$ cat src/rtl/usb_phy_pkg.sv
// Shared USB 3.0 PHY constants: K-symbol codes and the Gen1 scrambler seed/polynomial.
package usb_phy_pkg;

    localparam logic [15:0] SCR_SEED = 16'hFFFF;
    localparam logic [15:0] SCR_POLY = 16'h0039;

    localparam logic [7:0] K_SKP = 8'h3C;  // K28.1
    localparam logic [7:0] K_SDP = 8'h5C;  // K28.2
    localparam logic [7:0] K_EDB = 8'h7C;  // K28.3
    localparam logic [7:0] K_SUB = 8'h9C;  // K28.4
    localparam logic [7:0] K_COM = 8'hBC;  // K28.5
    localparam logic [7:0] K_SHP = 8'hFB;  // K27.7
    localparam logic [7:0] K_END = 8'hFD;  // K29.7

    typedef enum logic [1:0] {
        SymData,
        SymCom,
        SymSkp,
        SymOtherK
    } sym_kind_e;

    function automatic sym_kind_e classify_sym(input logic [7:0] sym, input logic is_k,
                                               input logic [7:0] com, input logic [7:0] skp);
        if (!is_k)       return SymData;
        else if (sym == com) return SymCom;
        else if (sym == skp) return SymSkp;
        else             return SymOtherK;
    endfunction

endpackage

$ cat src/rtl/usb_lfsr_step8.sv
// Combinational 8-step advance of the Galois scrambler LFSR; key bit i comes from step i.
module usb_lfsr_step8
    import usb_phy_pkg::*;
#(
    parameter logic [15:0] POLY = SCR_POLY
) (
    input  logic [15:0] lfsr,
    output logic [7:0]  key8,
    output logic [15:0] next_lfsr
);

    logic [15:0] state;

    always_comb begin
        state = lfsr;
        key8  = 8'h00;
        for (int i = 0; i < 8; i++) begin
            key8[i] = state[15];
            state   = {state[14:0], 1'b0} ^ (state[15] ? POLY : 16'h0000);
        end
        next_lfsr = state;
    end

endmodule

$ cat src/rtl/usb_scrambler.sv
// Gen1 transmit scrambler: XORs data bytes with the LFSR keystream, passes K symbols through,
// reseeds on COM and freezes on SKP. One registered cycle of latency.
module usb_scrambler
    import usb_phy_pkg::*;
#(
    parameter logic [15:0] SEED    = SCR_SEED,
    parameter logic [15:0] POLY    = SCR_POLY,
    parameter logic [7:0]  COM_SYM = K_COM,
    parameter logic [7:0]  SKP_SYM = K_SKP
) (
    input  logic       SCR_CLK,
    input  logic       SCR_RST,
    input  logic       SCR_VALID_IN,
    input  logic [7:0] SCR_IN,
    input  logic       SCR_KI,
    input  logic       SCR_DIS,
    output logic       SCR_VALID_OUT,
    output logic [7:0] SCR_OUT,
    output logic       SCR_KO
);

    logic [15:0] lfsr_q, lfsr_d, lfsr_step;
    logic [7:0]  key8;
    logic [7:0]  out_d, out_q;
    logic        valid_q, ko_q;
    sym_kind_e   kind;

    usb_lfsr_step8 #(
        .POLY (POLY)
    ) u_step8 (
        .lfsr      (lfsr_q),
        .key8      (key8),
        .next_lfsr (lfsr_step)
    );

    always_comb begin
        kind   = classify_sym(SCR_IN, SCR_KI, COM_SYM, SKP_SYM);
        lfsr_d = lfsr_q;
        out_d  = SCR_IN;
        unique case (kind)
            SymData: begin
                // Disable only bypasses the XOR; the LFSR keeps step with the far end.
                out_d  = SCR_DIS ? SCR_IN : (SCR_IN ^ key8);
                lfsr_d = lfsr_step;
            end
            SymCom:    lfsr_d = SEED;
            SymSkp:    lfsr_d = lfsr_q;
            SymOtherK: lfsr_d = lfsr_step;
            default:   lfsr_d = lfsr_q;
        endcase
    end

    always_ff @(posedge SCR_CLK or negedge SCR_RST) begin
        if (!SCR_RST) begin
            lfsr_q  <= SEED;
            valid_q <= 1'b0;
            out_q   <= 8'h00;
            ko_q    <= 1'b0;
        end else begin
            valid_q <= SCR_VALID_IN;
            if (SCR_VALID_IN) begin
                lfsr_q <= lfsr_d;
                out_q  <= out_d;
                ko_q   <= SCR_KI;
            end
        end
    end

    assign SCR_VALID_OUT = valid_q;
    assign SCR_OUT       = out_q;
    assign SCR_KO        = ko_q;

endmodule

$ cat config.mk
export PLATFORM = sky130hd
export DESIGN_NAME = usb_scrambler
export DESIGN_NICKNAME = d
export VERILOG_FILES = /design/src/rtl/usb_phy_pkg.sv /design/src/rtl/usb_lfsr_step8.sv /design/src/rtl/usb_scrambler.sv
export SDC_FILE = /design/constraint.sdc
export NUM_CORES = 1
export LEC_CHECK = 0
export BUFFER_PORTS_ARGS = -buffer_cell sky130_fd_sc_hd__buf_2
export CORE_AREA = 2 2 54 56
export CTS_BUF_LIST = sky130_fd_sc_hd__clkbuf_8
export DETAILED_ROUTE_END_ITERATION = 10
export DIE_AREA = 0 0 56 58
export PLACE_DENSITY = 0.78
export SLEW_MARGIN = 25
export SYNTH_ARGS = -nofsm -noshare
export SYNTH_HDL_FRONTEND = slang
export SYNTH_SLANG_ARGS = --single-unit
$ cat constraint.sdc
create_clock -name SCR_CLK -period 1.5 [get_ports SCR_CLK]
set_input_delay 0.075 -clock SCR_CLK [delete_from_list [all_inputs] [get_ports SCR_CLK]]
set_output_delay 0.075 -clock SCR_CLK [all_outputs]
set_load 0.01 [all_outputs]
* Word-level counts from Yosys, hierarchy flattened *
Cells that the tools add are included.

storage, ports and cells
  bits in registers = 26
  input bits = 13
  output and inout bits = 10
  word-level logic and storage cells = 36

cells by class
  eq/ne operators = 5
  muxes and demuxes = 14
  bitwise gates (word level) = 10
  reduce and logical (&&, ||, !) cells = 3

operators with widths
  operator                                                               number
  16-bit bitwise XOR                                                     8
  6-bit 2-to-1 mux                                                       8
  16-bit one-hot mux with 2 select lines                                 1
  8-bit 2-to-1 mux                                                       2
  8-bit by 6-bit equality test with 1-bit output, second input constant  1
  8-bit equality test, second input constant                             1
  8-bit bitwise XOR                                                      1
  2-bit equality test, second input constant                             2
  2-bit 2-to-1 mux                                                       2
  2-bit by 1-bit equality test with 1-bit output, second input constant  1
  2-bit logical NOT                                                      1
  2-bit AND reduction                                                    1
  2-bit OR reduction                                                     1
  1-bit 2-to-1 mux                                                       1
  1-bit NOT                                                              1

* Depth between registers and ports, before layout *
Gate-level depths: netlist of run 1.

  depth after elaboration = 17
  gate-level depth with buffers = 9
  mapped depth without buffers = 7

* Hierarchy *
A second synthesis of run 1 with hierarchy kept.

second synthesis, totals
  cells, all modules = 160
  area, all modules = 1,589.0 um2

modules (own cells, without submodules)
  module          instances  cells an instance  area each (um2)  seq. area each (um2)
  usb_scrambler   1          125                1,285.0          670.6
  usb_lfsr_step8  1          35                 304.0            0.0

* Least setup slack after synthesis of run 1 *
OpenSTA, ideal clock, no wires.

  path type = input port to flip-flop
  from = input SCR_IN[0]
  to = register lfsr_q[12]
  arrival time = 1,414 ps
  data required time = 1,427 ps
  path slack = 13 ps
  stages = 7
  cells stage by stage = nand4bb_1 -> o41ai_1 -> ha_1 -> nand2b_1 -> buf_2 -> nor2_4 -> a21oi_1

between the ends
  longest elaborated chain between the ends = 7

RTL lines
  what                                                                           RTL line             RTL
  start, declared                                                                usb_scrambler.sv:14  input logic [7:0] SCR_IN,
  8-bit by 6-bit equality test with 1-bit output                                 usb_phy_pkg.sv:26    else if (sym == skp) return SymSkp;
  1-bit 2-to-1 mux                                                               usb_phy_pkg.sv:26
  2-bit 2-to-1 mux *                                                             usb_phy_pkg.sv:25    else if (sym == com) return SymCom;
  2-bit 2-to-1 mux *                                                             usb_phy_pkg.sv:24    if (!is_k) return SymData;
  2-bit equality test or 2-bit logical NOT (tied branches)                       usb_scrambler.sv:40  unique case (kind)
  2-bit OR reduction (no source line) or 1-bit NOT (tied branches)               n/a
  16-bit one-hot mux with 2 select lines or 2-bit AND reduction (tied branches)  n/a
  end signal, assigned                                                           usb_scrambler.sv:62  lfsr_q <= lfsr_d;
  end, declared                                                                  usb_scrambler.sv:22  logic [15:0] lfsr_q, lfsr_d, lfsr_step;

Every way passes the cells marked *; elsewhere a longest branch is shown, timed or not.
A chain may end at the register's enable or synchronous reset.

* Final worst setup path of run 1 *
  from = input SCR_IN[0]
  to = register lfsr_q[13]

Same word-level chain as after synthesis.

==> flow_metrics.env, run 1 <==
export IMPL_cts_sinks=26
export IMPL_final_common_cell="buf_2"
export IMPL_worst_pin_slew_ns=0.581
export IMPL_portBuffers=22
export IMPL_final_area_um2=1700
export IMPL_start_util_pct=54.7
export IMPL_layout_cells_non_filler=197
export IMPL_crit_path_start_kind="primary input"
export IMPL_drc_errors=0
export IMPL_clk_pin_slew_ns=0.09
export IMPL_postCtsSetupBuffers=0
export IMPL_outcome="completed"
export IMPL_grt_max_degree=27
export IMPL_synth_edf_count=0
export IMPL_pin_count=23
export IMPL_synth_ff_type="dfstp_2"
export IMPL_peakVddDrop_mv=1.10
export IMPL_grt_setup_unrepaired="no"
export IMPL_period_minus_slack_ns=1.36
export IMPL_arrival_ns=1.57
export IMPL_fin_crit_sh_pct=91.0
export IMPL_synthesis_instances=141
export IMPL_antenna_found_initial=0
export IMPL_powerDensity_nw_per_um2=1510
export IMPL_yosysSeqAreaShare_pct=46.1
export IMPL_postRouteAntennaNets=0
export IMPL_async_flop_share_pct=100
export IMPL_dr_total_vias=1070
export IMPL_fin_util_pct=63.7
export IMPL_antenna_diode_count=0
export IMPL_crit_path_max_fanout=6
export IMPL_htree_levels=1
export IMPL_drive_above_1_share_pct=38.6
export IMPL_post_drt_wl_per_cell_um=15.4
export IMPL_syn_area_um2=1460
export IMPL_totalWireLength_um=3030
export IMPL_syn2layout_area_growth_pct=16.6
export IMPL_fin_skew_ns=0.00445
export IMPL_holdWs_ns=0.112
export IMPL_setup_viol=0
export IMPL_hold_violations=0
export IMPL_layout_common_cells="22 x buf_2, 18 x nor2_1, 17 x a21oi_1, 16 x xnor2_1, 16 x dfstp_2"
export IMPL_place_congestion=0.814
export IMPL_core_area_um2=2660
export IMPL_rows=19
export IMPL_grt_overflow_total=0
export IMPL_clk_latency_ns=0.28
export IMPL_cts_tree="yes"
export IMPL_grt_pass1_wl_um=5150
export IMPL_firstDrtPassIters=4
export IMPL_slew_viol_final=0
export IMPL_grtUsageTotal_pct=20.2
export IMPL_r2r_setup_slack_ns=0.34
export IMPL_syn_num_nets=156
export IMPL_synth_distinct_cells=25
export IMPL_die_width_um=56
export IMPL_fp_dieH_um=58
export IMPL_p_leak_nw=0.706
export IMPL_root_buffer="clkbuf_8"
export IMPL_drt_iter0_markers=43
export IMPL_crit_required_ns=1.71
export IMPL_worst_setup_path_end_kind="flip-flop"
export IMPL_dp_cells=190
export IMPL_grt_pass1_vias=1113
export IMPL_fmax_ghz=0.733
export IMPL_die_area_um2=3250
export IMPL_place_area_um2=1580
export IMPL_nets=182
export IMPL_hp_class="in2reg"
export IMPL_dp_hpwl_um=2050
export IMPL_yosys_warnings=0
export IMPL_crit_type="in2reg"
export IMPL_cap_violations=0
export IMPL_synth_avg_cell_area_um2=10.3
export IMPL_synth_seq_cells=26
export IMPL_numCtsBuffers=3
export IMPL_cts_buffer_depth=2
export IMPL_relSlewSlack_pct=61.3
export IMPL_viasPerCell=5.43
cell type report:
class                   count  area, um2
clock buffers               4       55.1
fillers                   203        966
multi-input cells         104        729
flip-flops and latches     26        671
well taps                  31       38.8
repair buffers             32        203
power by group:
part           switching, mW  internal, mW
clock                  0.229         0.235
combinational          0.400         0.474
sequential             0.235         0.990
total                  0.864          1.70
critical path, stage by stage:
cell       delay [ns]
buf_2            0.11
nand4bb_1        0.28
nor3_2           0.21
a21boi_0         0.13
ha_2             0.21
nand2b_2         0.25
buf_4            0.19
nand2_1          0.07
nand2_1          0.06
final timing paths:
kind	startpoint	endpoint	cells past startpoint
max	SCR_IN[0]	lfsr_q[13]	9
min	SCR_KI	SCR_KO	2
max reg2reg	lfsr_q[15]	SCR_OUT[0]	3
min reg2reg	lfsr_q[2]	lfsr_q[2]	2
max in group asynchronous	SCR_RST	lfsr_q[12]	2
min in group asynchronous	SCR_RST	SCR_VALID_OUT	2
registers in the layout, indices dropped and copies added, names as in the netlist:
signal / cells
SCR_OUT: 8
SCR_KO: 1
lfsr_q: 16
SCR_VALID_OUT: 1
layer usage:
| metal | global-route usage (%) | routed length (um) |
|---|---|---|
| met2 | 34.5 | 1580 |
| met4 | 7.48 | 30 |
| met1 | 26.8 | 1290 |
| met5 | 0 | 0 |
| met3 | 2.46 | 142 |
synth_stat cells (2+ instances only):
| cell type | n | area, um2 |
|---|---|---|
| nor2_1 | 18 | 67.6 |
| a21oi_1 | 17 | 85.1 |
| dfstp_2 | 16 | 420 |
| xnor2_1 | 16 | 140 |
| nand2_1 | 13 | 48.8 |
| dfrtp_1 | 10 | 250 |
| xor2_1 | 10 | 87.6 |
| nand3b_1 | 8 | 60.1 |
| buf_2 | 6 | 30.0 |
| o21ai_0 | 6 | 30.0 |
| buf_6 | 4 | 45.0 |
| xnor2_2 | 3 | 48.8 |
| ha_1 | 2 | 25.0 |
what timing repair did:
item | in CTS | in global routing
setup endpoints to repair | 6 | 18
hold endpoints to repair | 11 | 0
gates resized for setup | 1 | 6
pin swaps | 0 | 3
hold buffers | 2 | 0
cloned | 0 | 1
per-stage QoR:
stage	total power, mW	setup TNS [ns]	worst slack [ns]
after floorplan	1.91	0	0.0129
after global placement	2.04	-4.18	-0.218
after detailed placement	2.08	-5.95	-0.293
after CTS	2.55	0	0.0590
after global routing	2.73	0	0.0210
final	2.56	0	0.136
cell families after synthesis:
family,synth area share (%)
compound gates,10.3
simple gates,15.4
flops,46.1
fa+ha+maj,1.72
buf+inv,6.71
xor+xnor,19.0
mux,0.774
Note: power is estimated with default switching activity, not from simulation.
==> run 2, diff against run 1 <==
Settings changed: CORE_AREA 2 2 54 56 to 2 2 52 54, DIE_AREA 0 0 56 58 to 0 0 54 56, PLACE_DENSITY 0.78 to 0.83.
Clock period 1.5 ns to 1.71 ns, I/O delays scaled along.
==> run 2 against run 1 <==
Sequential share of layout area increased by 2.6 points; die area decreased by 6.9%; routed wire length decreased by 7.2%; final area decreased by 6.1%; clock skew increased by 0.0026 ns; core utilization increased by 1.8 points; sequential power decreased by 13%; critical path type unchanged; combinational power decreased by 14%; final cell count decreased by 4.6%; clock-buffer cell count unchanged; worst hold slack got worse by 0.0065 ns.
==> flow_metrics.env, run 2 (synthesized netlist as in run 1, its figures left out) <==
export IMPL_rows=18
export IMPL_place_area_um2=1520
export IMPL_die_area_um2=3020
export IMPL_largest_reg_flops=16
export IMPL_grt_pass1_wl_um=4660
export IMPL_slew_viol_final=0
export IMPL_outcome="completed"
export IMPL_cap_violations=0
export IMPL_root_buffer="clkbuf_8"
export IMPL_crit_required_ns=1.85
export IMPL_cts_sinks=26
export IMPL_syn2layout_area_growth_pct=9.46
export IMPL_fp_dieH_um=56
export IMPL_final_area_um2=1590
export IMPL_finalSetupTns_ns=0
export IMPL_final_common_cell="buf_2"
export IMPL_antenna_diode_count=0
export IMPL_post_drt_wl_per_cell_um=15.0
export IMPL_start_util_pct=59.8
export IMPL_firstDrtPassIters=4
export IMPL_place_congestion=0.835
export IMPL_die_width_um=54
export IMPL_htree_levels=1
export IMPL_pin_count=23
export IMPL_viasPerCell=5.39
export IMPL_crit_type="in2reg"
export IMPL_period_minus_slack_ns=1.46
export IMPL_top_register="lfsr_q"
export IMPL_arrival_ns=1.60
export IMPL_numCtsBuffers=3
export IMPL_grt_max_degree=27
export IMPL_n_fill_cell=196
export IMPL_fin_skew_ns=0.00704
export IMPL_p_leak_nw=0.662
export IMPL_drive_above_1_share_pct=33.5
export IMPL_relSlewSlack_pct=62.0
export IMPL_cts_tree="yes"
export IMPL_clk_pin_slew_ns=0.08
export IMPL_dp_hpwl_um=2100
export IMPL_hp_class="in2reg"
export IMPL_grt_setup_unrepaired="no"
export IMPL_cts_buffer_depth=2
export IMPL_postRouteAntennaNets=0
export IMPL_critPathSlowestCell="o41ai_2"
export IMPL_antenna_found_initial=0
export IMPL_crit_chain="buf_2 > nand4bb_1 > o41ai_2 > ha_1 > nand3b_1 > xor2_1 > a21oi_1"
export IMPL_peakVddDrop_mv=1.00
export IMPL_crit_path_max_fanout=8
export IMPL_crit_path_start_kind="primary input"
export IMPL_totalWireLength_um=2810
export IMPL_dr_total_vias=1013
export IMPL_grt_pass1_vias=1009
export IMPL_portBuffers=22
export IMPL_powerDensity_nw_per_um2=1400
export IMPL_worst_pin_slew_ns=0.570
export IMPL_core_area_um2=2430
export IMPL_drc_errors=0
export IMPL_fmax_ghz=0.687
export IMPL_worst_setup_path_end_kind="flip-flop"
export IMPL_grt_overflow_total=0
export IMPL_layout_common_cells="22 x buf_2, 18 x nor2_1, 17 x a21oi_1, 16 x xnor2_1, 16 x dfstp_2"
export IMPL_hold_violations=0
export IMPL_fin_crit_sh_pct=85.1
export IMPL_slowest_delay_ns=0.41
export IMPL_setup_viol=0
export IMPL_drt_iter0_markers=30
export IMPL_clk_latency_ns=0.27
export IMPL_grtUsageTotal_pct=21.4
export IMPL_nets=174
## run 2: per-layer routing
layer  share of wire (%)  vias to the layer above  global-route usage (%)  wire length (um)
li1                    -                      493                       -                 -
met1                  42                      472                    27.2              1170
met2                  50                       38                    35.5              1400
met3                 6.1                       10                    2.42               171
met4                 2.6                        0                    9.29                73
met5                   0                        -                       0                 0
## run 2: area by class of cell
cell class	instances	area (um2)	share of cell area (%)
Clock buffer	4	55.1	3.46
Multi-Input combinational cell	103	694	43.6
Sequential cell	26	671	42.1
Tap cell	30	37.5	2.36
Timing Repair Buffer	25	135	8.48
## run 2: worst max-delay path: cells and delay by family
family	cells	cell delay [ns]
and+or+nand+nor	2	0.36
AOI/OAI and AO/OA	2	0.50
xor gates and xnor gates	1	0.18
adders and majority gates	1	0.36
buffers and inverters	1	0.10
## run 2: metrics by stage
stage          setup slack (ns)  total power [mW]  utilization [%]  hold slack, ns  std cells
6_report                  0.254              2.22             65.5           0.106        188
5_1_grt                   0.102              2.36             65.5           0.109        188
4_1_cts                   0.134              2.23             65.2          0.0914        188
3_5_place_dp             -0.154              1.82             62.5           0.111        183
3_3_place_gp            -0.0111              1.77             62.5          0.0980        183
2_1_floorplan             0.212              1.67                -          -0.210        141
## run 2: path summary, 6_finish.rpt
kind / from / endpoint / slack, ns / cells after the start
max: SCR_IN[0] / SCR_OUT[6] / 0.25 / 7
min: SCR_KI / SCR_KO / 0.11 / 2
max reg2reg: lfsr_q[10] / lfsr_q[5] / 0.55 / 3
min reg2reg: lfsr_q[2] / lfsr_q[2] / 0.47 / 2
max in group asynchronous: SCR_RST / lfsr_q[3] / 0.99 / 2
min in group asynchronous: SCR_RST / SCR_OUT[5] / 0.34 / 2
## run 2: timing repair
action,CTS,global route
endpoints found under the hold margin,10,0
setup buffers,0,0
setup endpoints to repair,0,5
gates resized for setup,0,1
hold buffers,1,0
## run 2: power breakdown
group          switching (mW)  internal (mW)
clock network           0.193          0.206
logic                   0.356          0.396
registers               0.203          0.869
total                   0.753           1.47
